==> src/rtl/alu_core.sv <==
// rtl/alu_core.sv - 32-bit registered integer ALU with C/S/O/Z flags (optional MUL via ALU_MUL_EN)

`define OP_NOP   5'd0
`define OP_ADD   5'd1
`define OP_SUB   5'd2
`define OP_AND   5'd3
`define OP_OR    5'd4
`define OP_XOR   5'd5
`define OP_NOT   5'd6
`define OP_SHL   5'd7
`define OP_SHR   5'd8
`define OP_SAR   5'd9
`define OP_INC   5'd10
`define OP_DEC   5'd11
`define OP_NEG   5'd12
`define OP_PASSA 5'd13
`define OP_PASSB 5'd14
`define OP_CMP   5'd15
`define OP_MUL   5'd16

module alu_core (
  input  logic        clk,
  input  logic        reset,
  input  logic [31:0] operando_a,
  input  logic [31:0] operando_b,
  input  logic [4:0]  opcode,
  output logic [31:0] resultado,
  output logic        C,
  output logic        S,
  output logic        O,
  output logic        Z
);

  // Shared adder: every arithmetic op is expressed as add_x + add_y + add_cin
  logic [31:0] add_x;
  logic [31:0] add_y;
  logic        add_cin;
  logic [32:0] sum;
  logic        add_ovf;

  // Shifts carry one extra bit so the last bit shifted out lands in a fixed place
  logic [4:0]  shamt;
  logic [32:0] shl_t;
  logic [32:0] shr_t;
  logic [32:0] sar_t;

`ifdef ALU_MUL_EN
  logic [63:0] product;
`endif

  logic [31:0] nxt_r;
  logic [31:0] flag_src;
  logic        nxt_c;
  logic        nxt_o;

  // Select adder operands; unary ops never route operando_b so X on it cannot leak
  always_comb begin
    add_x   = operando_a;
    add_y   = 32'd0;
    add_cin = 1'b0;
    case (opcode)
      `OP_ADD: add_y = operando_b;
      `OP_SUB, `OP_CMP: begin
        add_y   = ~operando_b;
        add_cin = 1'b1;
      end
      `OP_INC: add_cin = 1'b1;
      `OP_DEC: begin
        add_y   = 32'hFFFF_FFFE;
        add_cin = 1'b1;
      end
      `OP_NEG: begin
        add_x   = 32'd0;
        add_y   = ~operando_a;
        add_cin = 1'b1;
      end
      default: ;
    endcase
  end

  assign sum     = {1'b0, add_x} + {1'b0, add_y} + {32'd0, add_cin};
  assign add_ovf = (add_x[31] == add_y[31]) && (sum[31] != add_x[31]);

  assign shamt = operando_b[4:0];
  assign shl_t = {1'b0, operando_a} << shamt;
  assign shr_t = {operando_a, 1'b0} >> shamt;
  assign sar_t = $signed({operando_a, 1'b0}) >>> shamt;

`ifdef ALU_MUL_EN
  assign product = {32'd0, operando_a} * {32'd0, operando_b};
`endif

  // Next result and C/O per opcode; NOP and CMP keep the stored result
  always_comb begin
    nxt_r    = resultado;
    nxt_c    = C;
    nxt_o    = O;
    case (opcode)
      `OP_NOP: ;
      `OP_ADD, `OP_SUB, `OP_INC, `OP_DEC, `OP_NEG: begin
        nxt_r = sum[31:0];
        nxt_c = sum[32];
        nxt_o = add_ovf;
      end
      `OP_CMP: begin
        nxt_c = sum[32];
        nxt_o = add_ovf;
      end
      `OP_AND:   begin nxt_r = operando_a & operando_b; nxt_c = 1'b0; nxt_o = 1'b0; end
      `OP_OR:    begin nxt_r = operando_a | operando_b; nxt_c = 1'b0; nxt_o = 1'b0; end
      `OP_XOR:   begin nxt_r = operando_a ^ operando_b; nxt_c = 1'b0; nxt_o = 1'b0; end
      `OP_NOT:   begin nxt_r = ~operando_a;             nxt_c = 1'b0; nxt_o = 1'b0; end
      `OP_PASSA: begin nxt_r = operando_a;              nxt_c = 1'b0; nxt_o = 1'b0; end
      `OP_PASSB: begin nxt_r = operando_b;              nxt_c = 1'b0; nxt_o = 1'b0; end
      `OP_SHL:   begin nxt_r = shl_t[31:0]; nxt_c = shl_t[32]; nxt_o = 1'b0; end
      `OP_SHR:   begin nxt_r = shr_t[32:1]; nxt_c = shr_t[0];  nxt_o = 1'b0; end
      `OP_SAR:   begin nxt_r = sar_t[32:1]; nxt_c = sar_t[0];  nxt_o = 1'b0; end
`ifdef ALU_MUL_EN
      `OP_MUL: begin
        nxt_r = product[31:0];
        nxt_c = |product[63:32];
        nxt_o = |product[63:32];
      end
`endif
      default: begin
        nxt_r = 32'd0;
        nxt_c = 1'b0;
        nxt_o = 1'b0;
      end
    endcase
  end

  // S and Z follow the new result, except CMP which flags the discarded difference
  assign flag_src = (opcode == `OP_CMP) ? sum[31:0] : nxt_r;

  // Output register: async clear, NOP leaves everything untouched
  always_ff @(posedge clk or posedge reset) begin
    if (reset) begin
      resultado <= 32'd0;
      C         <= 1'b0;
      S         <= 1'b0;
      O         <= 1'b0;
      Z         <= 1'b1;
    end else if (opcode != `OP_NOP) begin
      resultado <= nxt_r;
      C         <= nxt_c;
      O         <= nxt_o;
      S         <= flag_src[31];
      Z         <= (flag_src == 32'd0);
    end
  end

endmodule

==> config.mk <==
export PLATFORM = sky130hd
export DESIGN_NAME = alu_core
export DESIGN_NICKNAME = d
export VERILOG_FILES = /design/src/rtl/alu_core.sv
export SDC_FILE = /design/constraint.sdc
export NUM_CORES = 1
export LEC_CHECK = 0
export ABC_AREA = 1
export CAP_MARGIN = 20
export CORE_MARGIN = 1.5
export CORE_UTILIZATION = 55
export DETAILED_ROUTE_END_ITERATION = 16
export PLACE_DENSITY = 0.9
export SKIP_CTS_REPAIR_TIMING = 1
export SYNTH_ARGS = -nofsm -noshare
export SYNTH_HDL_FRONTEND = slang
export SYNTH_SLANG_ARGS = --single-unit
export TNS_END_PERCENT = 10
==> constraint.sdc <==
create_clock -name clk -period 1.5 [get_ports clk]
set_clock_uncertainty 0.1 [all_clocks]
set_input_delay 0.3 -clock clk [delete_from_list [all_inputs] [get_ports clk]]
set_output_delay 0.3 -clock clk [all_outputs]
set_load 0.03 [all_outputs]
==> results of run 1 <==
==> routing by layer <==
layer / global-route usage, % / overflow
met5: 32.3 / 0
met4: 70.9 / 28
met3: 62.6 / 1
met2: 86.8 / 32
met1: 74.1 / 1
==> metrics by stage <==
step	utilization, %	hold WS [ns]	TNS (ns)
after CTS	79.7	0.293	-76.33
after detailed placement	78.9	0.388	-82.75
after global placement	78.9	0.377	-72.72
after floorplan	-	0.366	-37.56
==> cell families after synthesis <==
kind of cell,Yosys count
flops,36
fa+ha+maj,98
xor+xnor,1
buf+inv,328
simple gates,1379
compound gates,280
==> cell usage after synthesis (all sizes together), types with 7 or more instances <==
cell type and count:
nand3 392, ha 96, o21ai 126, nand3b 13, nand2 724, buf 62, o211ai 26, nand4 33
inv 233, clkbuf 32, nor2 183, dfrtp 35, a21oi 90, o21a 7, nor3 23, o22ai 9
==> results.ini, run 1 <==
[outcome]
status=did not finish
failed_stage=global routing
error_line=[ERROR GRT-0116] Global routing finished with congestion. Check the congestion regions in the DRC Viewer.

[synth]
synth.distinct_cells=43
synth_warnings=0
synthMuxAreaShare_pct=0
yosysTopAreaCell=nand2_1
yosysSeqAreaShare_pct=8.22
yosys_most_used_dff=dfrtp_1
synth_compound_area_share_pct=14.3
synth_xor_xnor_area_share_pct=0.0798
yosys.area_share.adder_pct=11.3
syn_inst=2122
synth_nets=2291
synth_edf_count=0
ys_ff_latch=36
syn_area_per_cell_sq_um=5.17
synthSimpleGateAreaFrac_pct=53.9
yosys-top-cells-area=nand2_1 25%, nand3_1 18%, ha_1 11%, dfrtp_1 8.0%, inv_1 7.7%
syn_area_sq_mm=0.0110
synth_top_area_share_pct=24.6
async_flop_share_pct=100
synth_top_family_by_area=simple AND/OR/NAND/NOR gates

[place]
routabilityCongestion=1.26
dp_hpwl_um=48900
port_buffers=106
place_area_sq_mm=0.0154
dp_cells=2825
dpl_worst_slack_ns=-2.86

[grt]
overflow=62
grt_max_degree=74
grtUsageTotal_pct=73.6
grt_pass1_vias=20900
grt_pass1_wl_um=115000

[clock_network]
cts_root_buf=clkbuf_16
cts.path.max_buffers=2
h-tree-depth=2
numCtsBuffers=5
clock_sinks=36

[floorplan]
die_x_um=144
rows=51
ios=107
die_h_um=144
start_util_pct=56.2

==> inputs of run 2 (changes only) <==
--- a/config.mk
+++ b/config.mk
@@ -8,9 +8,9 @@
 export ABC_AREA = 1
 export CAP_MARGIN = 20
 export CORE_MARGIN = 1.5
-export CORE_UTILIZATION = 55
+export CORE_UTILIZATION = 40
 export DETAILED_ROUTE_END_ITERATION = 16
-export PLACE_DENSITY = 0.9
+export PLACE_DENSITY_LB_ADDON = 0.15
 export SKIP_CTS_REPAIR_TIMING = 1
 export SYNTH_ARGS = -nofsm -noshare
 export SYNTH_HDL_FRONTEND = slang
==> constraint.sdc (replaced) <==
create_clock -name clk -period 2 [get_ports clk]
set_clock_uncertainty 0.1 [all_clocks]
set_input_delay 0.4 -clock clk [delete_from_list [all_inputs] [get_ports clk]]
set_output_delay 0.4 -clock clk [all_outputs]
set_load 0.03 [all_outputs]
==> run 2 against run 1 <==
  * The flow now finishes, with violations (negative setup slack)
  * Synthesized cell count did not move
  * Synthesized area unchanged
==> results.ini, run 2 <==
[outcome]
status=complete, but fails checks
violations=negative setup slack

[setup_path]
crit_top_cell=nand2_1
critPathMaxStageDelay_ns=0.25
worst_ep_arrival_time_ns=3.74
regToRegSetupSlack_ns=-0.05
reg2regPathDepth=11
cp-end-kind=flop
worstSetupStartpointType=input port
timing.rr.start=resultado[29]
cp_max_fo=6
r2r_end=Z
criticalPathCategory=input port to flop
cp_slowest_cell=o211ai_1
worstPathRequired_ns=2.13

[clock_network]
clock_sinks=36  ; unchanged
clkLatencyLatePin_ns=0.29
cts_root_buf=clkbuf_16
numCtsBuffers=5  ; unchanged
cts_tree=yes
cts.path.max_buffers=2  ; unchanged
clkSlewWorstSetupHoldPaths_ns=0.06
h-tree-depth=2  ; unchanged

[timing]
setup_slack_ns=-1.62
rsz0062_at_grt=yes
hold_viol=0
fin_crit_ns=3.62
setup_viol_count_final=36
worst_slew_pin_slew_ns=0.777
final.period_utilization_pct=181
finalMaxSlewViolations=0
slew_headroom_pct=48.0
fin_hold_ws_ns=0.384
max_freq_ghz=0.276

[floorplan]
start_util_pct=40.7  ; -15 points
fp.dieArea_sq_mm=0.0284
core-area_sq_mm=0.0270
rows=60  ; +18%
ios=107  ; unchanged
die_h_um=169  ; +17%
die_x_um=169  ; +17%

[synth]
synth_nets=2291  ; unchanged
yosysSeqAreaShare_pct=8.22  ; unchanged
yosysMostFrequentCell=nand2_1
syn_area_sq_mm=0.0110  ; unchanged
synth_edf_count=0  ; unchanged
synthTopCellsByCount=720 x nand2_1, 391 x nand3_1, 224 x inv_1, 173 x nor2_1, 120 x o21ai_0
async_flop_share_pct=100  ; unchanged
yosys-top-cells-area=nand2_1 25%, nand3_1 18%, ha_1 11%, dfrtp_1 8.0%, inv_1 7.7%
synth_warnings=0  ; unchanged
yosys_most_used_dff=dfrtp_1
ys_ff_latch=36  ; unchanged
syn_inst=2122  ; unchanged
synth_top_area_share_pct=24.6  ; unchanged
syn_area_per_cell_sq_um=5.17  ; unchanged
yosysTopAreaCell=nand2_1
synth.distinct_cells=43  ; unchanged

[layout]
fin_nets=2796
num-fill-cells=2647
final_cell_mix=643 x nand2_1, 447 x buf_4, 342 x nand3_1
largest_reg_flops=32
area_growth_pct=57.6
final_common_cell=nand2_1
regMostFlops=resultado
post-route-util_pct=64.2
layout-drive-gt1-share_pct=30.0
n_antenna_cell=0

[min_path]
hold_class=input port to async pin

[detailed_routing]
vias=17400
avgViaCountPerCell=5.86
dr.pass1.iters=6
ant_nets=0
routedWlPerCell_um=21.7
wl_um=64300
drt-initial-drc-count=2060
drc=0

[flow_run]
max-cap-violations=0

[grt]
grt_max_degree=65
grtUsageTotal_pct=42.6
grt_pass1_wl_um=91000
overflow=0
grt_pass1_vias=15500
antenna_found_initial=0

[power]
vdd_drop_max_mv=0.358
pwr_density_cell_mw_per_mm2=341
leakage_nw=9.26
power_w=0.00590

[place]
routabilityCongestion=1.09  ; -13%
dp_hpwl_um=51000  ; +4.3%
port_buffers=106  ; unchanged

## run 2: cell counts after synthesis
No cell type changed its count.
## run 2: kinds of logic (layout without fill, tap and decap cells)
family	count (synthesis)	in the layout	synth area share (%)
and+or+nand+nor	1379	1380	53.9
buffers and inverters	328	833	12.2
AOI/OAI and AO/OA	280	280	14.3
adders and majority gates	98	98	11.3
DFF	36	36	8.22
xor gates and xnor gates	1	1	0.0798
## run 2: power by group
| part | total [W] | switching (W) | internal, W |
|---|---|---|---|
| Combinational | 0.00414 | 0.00244 | 0.00170 |
| Clock | 0.000830 | 0.000369 | 0.000461 |
| Sequential | 0.000934 | 0.000117 | 0.000817 |
## run 2: through the flow
| step | setup WS [ns] | instance area [sq um] | cells | TNS [ns] |
|---|---|---|---|---|
| floorplan | -1.11 | 11200 | 2122 | -23.16 |
| global placement | -2.30 | 15600 | 2919 | -62.67 |
| detailed placement | -2.33 | 15600 | 2919 | -65.06 |
| CTS | -2.05 | 15800 | 2927 | -54.34 |
| global route | -1.77 | 17300 | 2969 | -42.29 |
| finish | -1.62 | 17300 | 2969 | -38.59 |
## run 2: critical path: cells and delay by family
family	cells	cell delay, ns
buf+inv	8	1.03
simple gates	16	1.69
fa+ha+maj	1	0.21
compound gates	2	0.41
## run 2: routing by layer
layer | global-route usage, % | routed length (um) | vias to the layer above
met5 | 0 | 0 | -
met4 | 20.5 | 4200 | 0
met3 | 5.82 | 6400 | 246
li1 | - | - | 8017
met2 | 67.7 | 28200 | 1087
met1 | 56.8 | 25500 | 8048
## run 2: worst max path at each step
stage               cells past startpoint  slack, ns  end  startpoint
global placement                       30      -2.30    Z   opcode[0]
detailed placement                     30      -2.33    Z   opcode[0]
CTS                                    28      -2.05    Z   opcode[0]
finish                                 27      -1.62    Z   opcode[1]
global route                           26      -1.77    Z   opcode[2]
floorplan                              26      -1.11    Z   opcode[3]
## run 2: area by class of cell
cell class / count / area (sq um) / share of cell area (%)
inverter: 234 / 897 / 5.19
clock buffer: 5 / 125 / 0.724
clock inverter: 3 / 18.8 / 0.109
multi-input combinational: 1759 / 9950 / 57.6
timing repair inverter: 1 / 7.51 / 0.0434
sequential: 36 / 902 / 5.22
timing repair buffer: 590 / 4960 / 28.7
tap: 341 / 427 / 2.47
Note: power is estimated with default switching activity, not from simulation.
